**config.mk**
```make
export PLATFORM = sky130hd
export DESIGN_NAME = axi_write_arbiter_flat
export DESIGN_NICKNAME = d
export VERILOG_FILES = /design/src/rtl/axi_write_arbiter_if.sv /design/src/rtl/axi_write_arbiter.sv /design/src/flat_wrapper.sv
export SDC_FILE = /design/constraint.sdc
export NUM_CORES = 1
export LEC_CHECK = 0
export ABC_AREA = 1
export BUFFER_PORTS_ARGS = -buffer_cell sky130_fd_sc_hd__buf_4
export CORE_AREA = 2 2 397 399
export DETAILED_ROUTE_END_ITERATION = 8
export DIE_AREA = 0 0 399 401
export GPL_ROUTABILITY_DRIVEN = 0
export HOLD_SLACK_MARGIN = 0.1
export SLEW_MARGIN = 20
export SYNTH_ARGS = -nofsm -noshare
export SYNTH_HDL_FRONTEND = slang
export SYNTH_SLANG_ARGS = --single-unit
```
**constraint.sdc**
```tcl
create_clock -name clk -period 4.46 [get_ports clk]
set_clock_uncertainty 0.1 [all_clocks]
set_input_delay 0.892 -clock clk [delete_from_list [all_inputs] [get_ports clk]]
set_output_delay 0.892 -clock clk [all_outputs]
set_load 0.05 [all_outputs]
```
**src/rtl/axi_write_arbiter_if.sv**
```systemverilog
// Bundled AXI4 write channels around the arbiter: NUM_PORTS requester lanes (s_*)
// plus the single shared memory-side port (m_*). The master modport is the
// arbiter's own view (it masters the memory port); slave is the surrounding system.
interface axi_write_arbiter_if #(
  parameter int unsigned NUM_PORTS      = 4,
  parameter int unsigned AXI_ADDR_WIDTH = 32,
  parameter int unsigned AXI_DATA_WIDTH = 128
);
  localparam int unsigned StrbWidth = AXI_DATA_WIDTH / 8;

  // Requester side, port p in slice p
  logic [NUM_PORTS*AXI_ADDR_WIDTH-1:0] s_AWADDR;
  logic [NUM_PORTS*8-1:0]              s_AWLEN;
  logic [NUM_PORTS*3-1:0]              s_AWSIZE;
  logic [NUM_PORTS-1:0]                s_AWVALID;
  logic [NUM_PORTS-1:0]                s_AWREADY;
  logic [NUM_PORTS*AXI_DATA_WIDTH-1:0] s_WDATA;
  logic [NUM_PORTS*StrbWidth-1:0]      s_WSTRB;
  logic [NUM_PORTS-1:0]                s_WLAST;
  logic [NUM_PORTS-1:0]                s_WVALID;
  logic [NUM_PORTS-1:0]                s_WREADY;
  logic [NUM_PORTS*2-1:0]              s_BRESP;
  logic [NUM_PORTS-1:0]                s_BVALID;

  // Shared memory-side port
  logic [AXI_ADDR_WIDTH-1:0] m_AWADDR;
  logic [7:0]                m_AWLEN;
  logic [2:0]                m_AWSIZE;
  logic                      m_AWVALID;
  logic                      m_AWREADY;
  logic [AXI_DATA_WIDTH-1:0] m_WDATA;
  logic [StrbWidth-1:0]      m_WSTRB;
  logic                      m_WLAST;
  logic                      m_WVALID;
  logic                      m_WREADY;
  logic [1:0]                m_BRESP;
  logic                      m_BVALID;
  logic                      m_BREADY;

  modport master (
    input  s_AWADDR, s_AWLEN, s_AWSIZE, s_AWVALID, s_WDATA, s_WSTRB, s_WLAST, s_WVALID,
    output s_AWREADY, s_WREADY, s_BRESP, s_BVALID,
    output m_AWADDR, m_AWLEN, m_AWSIZE, m_AWVALID, m_WDATA, m_WSTRB, m_WLAST, m_WVALID,
    output m_BREADY,
    input  m_AWREADY, m_WREADY, m_BRESP, m_BVALID
  );

  modport slave (
    output s_AWADDR, s_AWLEN, s_AWSIZE, s_AWVALID, s_WDATA, s_WSTRB, s_WLAST, s_WVALID,
    input  s_AWREADY, s_WREADY, s_BRESP, s_BVALID,
    input  m_AWADDR, m_AWLEN, m_AWSIZE, m_AWVALID, m_WDATA, m_WSTRB, m_WLAST, m_WVALID,
    input  m_BREADY,
    output m_AWREADY, m_WREADY, m_BRESP, m_BVALID
  );
endinterface

```
**src/rtl/axi_write_arbiter.sv**
```systemverilog
// Round-robin arbiter sharing one AXI4 write port among NUM_PORTS requesters.
// One transaction in flight: grant is held from AW acceptance until B returns.
// Payload is never registered; AW/W/B pass through from the granted port.
module axi_write_arbiter #(
  parameter int unsigned NUM_PORTS      = 4,
  parameter int unsigned AXI_ADDR_WIDTH = 32,
  parameter int unsigned AXI_DATA_WIDTH = 128,
  localparam int unsigned GrantWidth    = (NUM_PORTS > 1) ? $clog2(NUM_PORTS) : 1,
  localparam int unsigned StrbWidth     = AXI_DATA_WIDTH / 8
) (
  input  logic                      clk,
  input  logic                      rstN,
  axi_write_arbiter_if.master       bus,
  output logic [GrantWidth-1:0]     grant,
  output logic                      busy,
  output logic                      protocolError,
  output logic [31:0]               txCount
);

  typedef enum logic [1:0] {StIdle, StAddr, StData, StResp} state_e;

  state_e                  state_q, state_d;
  logic [GrantWidth-1:0]   grant_q, grant_d;
  logic [GrantWidth-1:0]   last_grant_q, last_grant_d;
  logic [8:0]              beat_cnt_q, beat_cnt_d;
  logic [7:0]              len_q, len_d;
  logic                    err_q, err_d;
  logic [31:0]             tx_count_q, tx_count_d;

  logic [GrantWidth-1:0]   pick, cand;
  logic [NUM_PORTS-1:0]    sel;
  logic                    in_addr, in_data, in_resp, aw_hs, w_hs;

  logic [AXI_ADDR_WIDTH-1:0] aw_addr [NUM_PORTS];
  logic [7:0]                aw_len  [NUM_PORTS];
  logic [2:0]                aw_size [NUM_PORTS];
  logic [AXI_DATA_WIDTH-1:0] w_data  [NUM_PORTS];
  logic [StrbWidth-1:0]      w_strb  [NUM_PORTS];

  // Flat per-port buses viewed as arrays, plus one-hot decode of the owner
  for (genvar p = 0; p < NUM_PORTS; p++) begin : g_port
    assign aw_addr[p] = bus.s_AWADDR[p*AXI_ADDR_WIDTH +: AXI_ADDR_WIDTH];
    assign aw_len[p]  = bus.s_AWLEN[p*8 +: 8];
    assign aw_size[p] = bus.s_AWSIZE[p*3 +: 3];
    assign w_data[p]  = bus.s_WDATA[p*AXI_DATA_WIDTH +: AXI_DATA_WIDTH];
    assign w_strb[p]  = bus.s_WSTRB[p*StrbWidth +: StrbWidth];
    assign sel[p]     = (grant_q == GrantWidth'(p));
    assign bus.s_BRESP[p*2 +: 2] = (sel[p] && in_resp) ? bus.m_BRESP : 2'b00;
  end

  assign in_addr = (state_q == StAddr);
  assign in_data = (state_q == StData);
  assign in_resp = (state_q == StResp);
  assign aw_hs   = in_addr & bus.s_AWVALID[grant_q] & bus.m_AWREADY;
  assign w_hs    = in_data & bus.s_WVALID[grant_q] & bus.m_WREADY;

  // Payload always follows the granted port; only VALID/READY are phase-gated
  assign bus.m_AWADDR  = aw_addr[grant_q];
  assign bus.m_AWLEN   = aw_len[grant_q];
  assign bus.m_AWSIZE  = aw_size[grant_q];
  assign bus.m_AWVALID = in_addr & bus.s_AWVALID[grant_q];
  assign bus.m_WDATA   = w_data[grant_q];
  assign bus.m_WSTRB   = w_strb[grant_q];
  assign bus.m_WLAST   = bus.s_WLAST[grant_q];
  assign bus.m_WVALID  = in_data & bus.s_WVALID[grant_q];
  assign bus.m_BREADY  = in_resp;
  assign bus.s_AWREADY = sel & {NUM_PORTS{in_addr & bus.m_AWREADY}};
  assign bus.s_WREADY  = sel & {NUM_PORTS{in_data & bus.m_WREADY}};
  assign bus.s_BVALID  = sel & {NUM_PORTS{in_resp & bus.m_BVALID}};

  assign grant         = grant_q;
  assign busy          = (state_q != StIdle);
  assign protocolError = err_q;
  assign txCount       = tx_count_q;

  // Round-robin pick: first requester searching upward from last_grant+1.
  // Walking downward and overwriting leaves the closest candidate.
  always_comb begin
    pick = last_grant_q;
    cand = last_grant_q;
    for (int unsigned i = NUM_PORTS; i >= 1; i--) begin
      cand = GrantWidth'((32'(last_grant_q) + i) % NUM_PORTS);
      if (bus.s_AWVALID[cand]) pick = cand;
    end
  end

  // Next-state and transaction bookkeeping
  always_comb begin
    state_d      = state_q;
    grant_d      = grant_q;
    last_grant_d = last_grant_q;
    beat_cnt_d   = beat_cnt_q;
    len_d        = len_q;
    err_d        = err_q;
    tx_count_d   = tx_count_q;
    case (state_q)
      StIdle: begin
        if (|bus.s_AWVALID) begin
          grant_d    = pick;
          beat_cnt_d = '0;
          state_d    = StAddr;
        end
      end
      StAddr: begin
        if (aw_hs) begin
          len_d   = aw_len[grant_q];
          state_d = StData;
        end
      end
      StData: begin
        if (w_hs) begin
          beat_cnt_d = beat_cnt_q + 9'd1;
          if (bus.s_WLAST[grant_q]) begin
            state_d = StResp;
            if (beat_cnt_q != {1'b0, len_q}) err_d = 1'b1;
          end else if (beat_cnt_q == {1'b0, len_q}) begin
            // Missing WLAST is flagged but never synthesised; keep waiting for it
            err_d = 1'b1;
          end
        end
      end
      StResp: begin
        if (bus.m_BVALID) begin
          last_grant_d = grant_q;
          tx_count_d   = tx_count_q + 32'd1;
          state_d      = StIdle;
        end
      end
      default: state_d = StIdle;
    endcase
  end

  // State registers; last_grant resets to the top port so port 0 wins first
  always_ff @(posedge clk or negedge rstN) begin
    if (!rstN) begin
      state_q      <= StIdle;
      grant_q      <= '0;
      last_grant_q <= GrantWidth'(NUM_PORTS - 1);
      beat_cnt_q   <= '0;
      len_q        <= '0;
      err_q        <= 1'b0;
      tx_count_q   <= '0;
    end else begin
      state_q      <= state_d;
      grant_q      <= grant_d;
      last_grant_q <= last_grant_d;
      beat_cnt_q   <= beat_cnt_d;
      len_q        <= len_d;
      err_q        <= err_d;
      tx_count_q   <= tx_count_d;
    end
  end

endmodule

```
**src/flat_wrapper.sv**
```systemverilog
// flat-port wrapper written by rule: the top's interface ports become plain ports
module axi_write_arbiter_flat 
#(
  parameter int unsigned NUM_PORTS      = 4,
  parameter int unsigned AXI_ADDR_WIDTH = 32,
  parameter int unsigned AXI_DATA_WIDTH = 128,
  localparam int unsigned GrantWidth    = (NUM_PORTS > 1) ? $clog2(NUM_PORTS) : 1,
  localparam int unsigned StrbWidth     = AXI_DATA_WIDTH / 8
)
  (clk, rstN, grant, busy, protocolError, txCount, bus_s_AWADDR, bus_s_AWLEN, bus_s_AWSIZE, bus_s_AWVALID, bus_s_WDATA, bus_s_WSTRB, bus_s_WLAST, bus_s_WVALID, bus_s_AWREADY, bus_s_WREADY, bus_s_BRESP, bus_s_BVALID, bus_m_AWADDR, bus_m_AWLEN, bus_m_AWSIZE, bus_m_AWVALID, bus_m_WDATA, bus_m_WSTRB, bus_m_WLAST, bus_m_WVALID, bus_m_BREADY, bus_m_AWREADY, bus_m_WREADY, bus_m_BRESP, bus_m_BVALID);
  axi_write_arbiter_if #(.NUM_PORTS(NUM_PORTS), .AXI_ADDR_WIDTH(AXI_ADDR_WIDTH), .AXI_DATA_WIDTH(AXI_DATA_WIDTH)) bus_i ();
  input  logic clk;
  input  logic rstN;
  output logic [GrantWidth-1:0] grant;
  output logic busy;
  output logic protocolError;
  output logic [31:0] txCount;
  input wire logic [$bits(bus_i.s_AWADDR)-1:0] bus_s_AWADDR;
  input wire logic [$bits(bus_i.s_AWLEN)-1:0] bus_s_AWLEN;
  input wire logic [$bits(bus_i.s_AWSIZE)-1:0] bus_s_AWSIZE;
  input wire logic [$bits(bus_i.s_AWVALID)-1:0] bus_s_AWVALID;
  input wire logic [$bits(bus_i.s_WDATA)-1:0] bus_s_WDATA;
  input wire logic [$bits(bus_i.s_WSTRB)-1:0] bus_s_WSTRB;
  input wire logic [$bits(bus_i.s_WLAST)-1:0] bus_s_WLAST;
  input wire logic [$bits(bus_i.s_WVALID)-1:0] bus_s_WVALID;
  output wire logic [$bits(bus_i.s_AWREADY)-1:0] bus_s_AWREADY;
  output wire logic [$bits(bus_i.s_WREADY)-1:0] bus_s_WREADY;
  output wire logic [$bits(bus_i.s_BRESP)-1:0] bus_s_BRESP;
  output wire logic [$bits(bus_i.s_BVALID)-1:0] bus_s_BVALID;
  output wire logic [$bits(bus_i.m_AWADDR)-1:0] bus_m_AWADDR;
  output wire logic [$bits(bus_i.m_AWLEN)-1:0] bus_m_AWLEN;
  output wire logic [$bits(bus_i.m_AWSIZE)-1:0] bus_m_AWSIZE;
  output wire logic [$bits(bus_i.m_AWVALID)-1:0] bus_m_AWVALID;
  output wire logic [$bits(bus_i.m_WDATA)-1:0] bus_m_WDATA;
  output wire logic [$bits(bus_i.m_WSTRB)-1:0] bus_m_WSTRB;
  output wire logic [$bits(bus_i.m_WLAST)-1:0] bus_m_WLAST;
  output wire logic [$bits(bus_i.m_WVALID)-1:0] bus_m_WVALID;
  output wire logic [$bits(bus_i.m_BREADY)-1:0] bus_m_BREADY;
  input wire logic [$bits(bus_i.m_AWREADY)-1:0] bus_m_AWREADY;
  input wire logic [$bits(bus_i.m_WREADY)-1:0] bus_m_WREADY;
  input wire logic [$bits(bus_i.m_BRESP)-1:0] bus_m_BRESP;
  input wire logic [$bits(bus_i.m_BVALID)-1:0] bus_m_BVALID;
  assign bus_i.s_AWADDR = bus_s_AWADDR;
  assign bus_i.s_AWLEN = bus_s_AWLEN;
  assign bus_i.s_AWSIZE = bus_s_AWSIZE;
  assign bus_i.s_AWVALID = bus_s_AWVALID;
  assign bus_i.s_WDATA = bus_s_WDATA;
  assign bus_i.s_WSTRB = bus_s_WSTRB;
  assign bus_i.s_WLAST = bus_s_WLAST;
  assign bus_i.s_WVALID = bus_s_WVALID;
  assign bus_s_AWREADY = bus_i.s_AWREADY;
  assign bus_s_WREADY = bus_i.s_WREADY;
  assign bus_s_BRESP = bus_i.s_BRESP;
  assign bus_s_BVALID = bus_i.s_BVALID;
  assign bus_m_AWADDR = bus_i.m_AWADDR;
  assign bus_m_AWLEN = bus_i.m_AWLEN;
  assign bus_m_AWSIZE = bus_i.m_AWSIZE;
  assign bus_m_AWVALID = bus_i.m_AWVALID;
  assign bus_m_WDATA = bus_i.m_WDATA;
  assign bus_m_WSTRB = bus_i.m_WSTRB;
  assign bus_m_WLAST = bus_i.m_WLAST;
  assign bus_m_WVALID = bus_i.m_WVALID;
  assign bus_m_BREADY = bus_i.m_BREADY;
  assign bus_i.m_AWREADY = bus_m_AWREADY;
  assign bus_i.m_WREADY = bus_m_WREADY;
  assign bus_i.m_BRESP = bus_m_BRESP;
  assign bus_i.m_BVALID = bus_m_BVALID;
  axi_write_arbiter #(.NUM_PORTS(NUM_PORTS), .AXI_ADDR_WIDTH(AXI_ADDR_WIDTH), .AXI_DATA_WIDTH(AXI_DATA_WIDTH)) u_core (.clk(clk), .rstN(rstN), .bus(bus_i), .grant(grant), .busy(busy), .protocolError(protocolError), .txCount(txCount));
endmodule
```
# After elaboration in Yosys (flattened, before gate mapping)

Index checks and enable logic that the tools add are counted.

Add/sub/neg operators: 6
Magnitude comparators: 6
Equality and inequality tests: 14
Muxes and demuxes: 49
Bitwise logic cells: 11
Reduce and logical (&&, ||, !) cells: 16

Operators with widths:

| operator                                                             | count |
|---|---|
| 128-bit binary-select mux with 2-bit select                          | 1 |
| 128-bit two-way mux                                                  | 2 |
| 32-bit binary-select mux with 2-bit select                           | 1 |
| 32-bit two-way mux                                                   | 2 |
| 32-bit by 1-bit adder with 32-bit output, second input constant      | 1 |
| 16-bit binary-select mux with 2-bit select                           | 1 |
| 16-bit two-way mux                                                   | 2 |
| 2-bit two-way mux                                                    | 13 |
| 9-bit two-way mux                                                    | 2 |
| 9-bit case mux with 2 select lines                                   | 1 |
| 8-bit binary-select mux with 2-bit select                            | 1 |
| 8-bit two-way mux                                                    | 2 |
| 2-bit by 3-bit < comparator with 1-bit output, second input constant | 5 |
| 1-bit binary-select mux with 2-bit select                            | 7 |
| 4-bit bitwise AND                                                    | 3 |
| 1-bit two-way mux                                                    | 10 |
| 9-bit by 1-bit adder with 9-bit output, second input constant        | 1 |
| 9-bit by 8-bit == test with 1-bit output                             | 1 |
| 9-bit by 8-bit != test with 1-bit output                             | 1 |
| 2-bit == test, second input constant                                 | 4 |
| 2-bit != test, second input constant                                 | 4 |
| 2-bit case mux with 4 select lines                                   | 1 |
| 1-bit bitwise AND                                                    | 7 |
| 3-bit binary-select mux with 2-bit select                            | 1 |
| other kinds (15)                                                     | 28 |

Bits in registers: 56
Output and inout bits: 247
Word-level logic and storage cells: 109

# Depth between registers and ports, before layout

Word-level depth: 7
Gate-level depth with buffers: 11

# Worst setup path before layout

OpenSTA, ideal clock, no wires.

Path type: register -> output
Start: register u_core.grant_q[1], in the netlist u_core.grant[1]
End: output bus_s_BRESP[4]
Data arrival time: 2.416 ns
Data required time: 3.468 ns
Setup slack: 1.052 ns
Cell stages (with the launch flop): 7
Path buffers: 2
Path through: dfrtp_1 -> buf_4 -> inv_4 -> nor2_4 -> buf_2 -> inv_1 -> nor3_1

Cells in the longest elaborated chain, start to end: 3

RTL lines:

| element                | RTL line                 | text |
|---|---|---|
| from (decl)            | axi_write_arbiter.sv:23  | `logic [GrantWidth-1:0] grant_q, grant_d;` |
| from (signal assigned) | axi_write_arbiter.sv:145 | `grant_q <= grant_d;` |
| 2-bit == test          | axi_write_arbiter.sv:47  | `assign sel[p] = (grant_q == GrantWidth'(p));` |
| 1-bit logical AND      | axi_write_arbiter.sv:48  | `assign bus.s_BRESP[p*2 +: 2] = (sel[p] && in_resp) ? bus.m_BRESP : 2'b00;` |
| 2-bit two-way mux      | axi_write_arbiter.sv:48  |  |
| to (decl)              | flat_wrapper.sv:28       | `output wire logic [$bits(bus_i.s_BRESP)-1:0] bus_s_BRESP;` |

Every way passes these cells.

# Worst setup path after layout

Start: register u_core.grant_q[0], in the netlist u_core.grant[0]
End: output bus_m_WSTRB[9]

Cells in the longest elaborated chain, start to end: 4

RTL lines:

| element                                                | RTL line                | text |
|---|---|---|
| 2-bit NOT with 3-bit output (implied by the code)      | axi_write_arbiter.sv:63 | `assign bus.m_WSTRB = w_strb[grant_q];` |
| 16-bit binary-select mux with 2-bit select             | axi_write_arbiter.sv:63 |  |
| 16-bit two-way mux (implied by the code) (2 in series) | axi_write_arbiter.sv:63 |  |
| to (decl)                                              | flat_wrapper.sv:35      | `output wire logic [$bits(bus_i.m_WSTRB)-1:0] bus_m_WSTRB;` |

Every way passes these cells. The select of a mux whose other input is x is not followed.

==> impl_results.md <==
* Top routing layer in use: met5
* Cell area after synthesis at 7716 um^2
* Maximum VDD drop at 0.6170 mV
* Remaining DRCs at 0
* Cts-stage hold buffer count at 0
* DRT antenna net count at 0
* Initial core utilization at 4.957%
* Post-route cell area at 18050 um^2
* Endpoints failing setup at 0
* Core area at 155700 um^2
* Share of the yosys chip area belonging to registers at 18.19%
* Area Growth Syn to Fin at 133.9%
* Most common cell after layout, fill and taps aside: buf_4
* Avg Synthesized Cell Area at 6.299 um^2
* Overall Power at 13.75 mW
* Syn_nets at 1998
* Synth cell types at 36
* Post-place setup slack at 523.7 ps
* Mapped Cells at 1225
* Global route total overflow at 0
* WP data required at 3470 ps
* Sequential power share at 5.3%
* CTS root buf: clkbuf_16
* Setup repair after global routing missed its margin: false
* Yosys reg bits at 56
* Startpoint types: flop
* Row count at 145
* Worst slew pin tran at 993.0 ps
* Final TNS setup at 0 ps
* Critical path type: flop to output pin
* Initial DRC count at 1514
* Max Freq at 233.6 MHz
* Comb pwr share at 91.6%
* Max Cap Violations at 0
* Switching share of power at 70.48%
* Status: complete, no violations
* Final #Nets at 2962
* Endpoint class of the critical path: output pin
* Clock network power share at 3.1%
* NetSw at 9.693 mW
* Clock latency on the worst-skew pair at 310 ps
* Postcts setup bufs at 0
* Met2 wire len at 61450 um
* Global-route wire length before repair at 169400 um
* WL per Instance at 33.38 um
* Final worst setup slack at 179.7 ps
* Final Cycle Share at 95.97%
* Io pins at 1014
* CTS tree: yes
* Most frequent cells in the layout: buf_4 (1037), nand2_1 (426), a22oi_1 (316)
* Largest net degree at the start of global routing at 81
* Crit path DAT at 3290 ps
* Leakage power at 8.535 nW
* DP Area at 17770 um^2
* Clock Tree Buf Depth at 2
* Ys Warns at 0
* Power per cell area at 762.0 nW/um^2
* GRT Overall Usage at 16.80%
* Fin. max-slew vios at 0
* Horiz. Die Dim at 399 um
* Clk sinks at 56
* H-tree depth at 2
* DP Wirelength at 131100 um
* Final min period at 4280 ps
* Cts bufs inserted at 5
* M1 wire length at 53830 um
* Via Count at 15350
* Final hold vios at 0
* Vias in the first global route at 13950
* Final wirelength at 143500 um
* CTS clk-pin slew, worst paths at 80 ps
* Drt first pass iters at 8
* Die area at 160000 um^2
* Metal3 WL at 22750 um
* Worst Path Max Fanout at 68
* Tightest Hold Check Type: flop to flop
* Slew margin rel. at 33.80%
* Number of buffers added on ports at 1013
* Post-CTS Resized at 0
* Vias per inst at 3.572
* Int Pwr at 4.060 mW
* Die Ht at 401 um
* Layout cells sized above 1 at 50.09%
* Initial antenna violation count at 175
power by group through the flow:
stage               clock network, mW  logic (mW)  registers (mW)
global route                    0.474        13.1           0.745
floorplan                           0        7.23           0.761
finish                          0.433        12.6           0.728
global placement                    0        12.6           0.730
CTS                             0.456        12.6           0.726
detailed placement                  0        12.6           0.735
critical path, stage by stage, from the launching register on:
cell and delay [ps]:
dfrtp_1 780, nor2_4 140, buf_12 210, buf_12 330, a22oi_1 820, nand2_1 230
buf_4 250
flip-flops by register name (all words and copies together) (netlist names):
name and count:
u_core.beat_cnt_q 9, u_core.grant 2, u_core.last_grant_q 2, u_core.len_q 8, u_core.protocolError 1, u_core.state_q 2, u_core.txCount 32
worst paths after layout:
| kind | from | cells past startpoint | endpoint | slack, ps |
|---|---|---|---|---|
| min reg2reg | u_core.protocolError$_DFFE_PN0P_ | 2 | u_core.protocolError$_DFFE_PN0P_ | 370 |
| min | u_core.protocolError$_DFFE_PN0P_ | 2 | u_core.protocolError$_DFFE_PN0P_ | 370 |
| max in group asynchronous | rstN | 1 | u_core.beat_cnt_q[6]$_DFFE_PN0P_ | 3160 |
| max | u_core.grant[0]$_DFFE_PN0P_ | 6 | bus_m_WSTRB[9] | 180 |
| min in group asynchronous | rstN | 1 | u_core.txCount[17]$_DFFE_PN0P_ | 560 |
| max reg2reg | u_core.grant[0]$_DFFE_PN0P_ | 7 | u_core.len_q[5]$_DFFE_PN0P_ | 1940 |
final cells by class:
class,count,area [um^2]
fillers,18190,137600
repair buffers,1045,7945
multi-input cells,1011,5568
well taps,2058,2575
flip-flops and latches,56,1404
inverters,70,280.3
clock buffers,5,125.1
diodes,50,125.1
clock inverters,3,27.53
cell usage after synthesis:
cell      instances  share of area (%)
or2_2             3               0.24
buf_1             1              0.049
o21ai_0           7               0.45
nand4_1          15                1.2
buf_6             3               0.44
nand3_2           3               0.39
nand2_1         426                 21
ha_1              6               0.97
nor2_2           12               0.97
nand3_1          77                5.0
mux2_4            2               0.39
xnor2_1           7               0.79
buf_2            76                4.9
nor3_1           16                1.0
nand2_4           3               0.44
clkbuf_1          1              0.049
nor2_4            4               0.58
inv_4             3               0.24
nand4_2           1               0.16
o21ai_2           1               0.11
nand2_2           8               0.65
and3_1            2               0.16
or2_0             2               0.16
a21boi_0          1              0.097
xor2_1           20                2.3
dfrtp_1          54                 18
o21ai_1          10               0.65
nor2_1           54                2.6
nand3b_1          6               0.58
buf_4             7               0.68
dfstp_2           2               0.68
a21oi_1           8               0.52
inv_2             1              0.049
a21oi_4           1               0.21
inv_1            66                3.2
a22oi_1         316                 31
through the flow:
step	hold slack (ps)	std cells	utilization, %
after floorplan	390.0	1225	-
after global placement	359.6	4240	11.42
after detailed placement	359.4	4240	11.42
after CTS	381.5	4248	11.52
after global routing	393.9	4284	11.57
final	374.8	4298	11.60
routing by layer:
layer	global-route usage, %	vias to the layer above
met5	2.421	-
met4	4.366	86
met3	11.73	362
met2	25.78	1308
met1	18.40	7273
li1	-	6324
cells by family after synthesis:
logic type               Yosys count  synth area share (%)
AO/OA/AOI/OAI                    344                 32.79
XOR/XNOR                          27                 3.065
adder cells (fa/ha/maj)            6                0.9729
buffers and inverters            158                 9.648
flip-flops                        56                 18.19
multiplexers                       2                0.3892
AND/OR/NAND/NOR                  632                 34.94
Note: power is estimated with default switching activity, not from simulation.
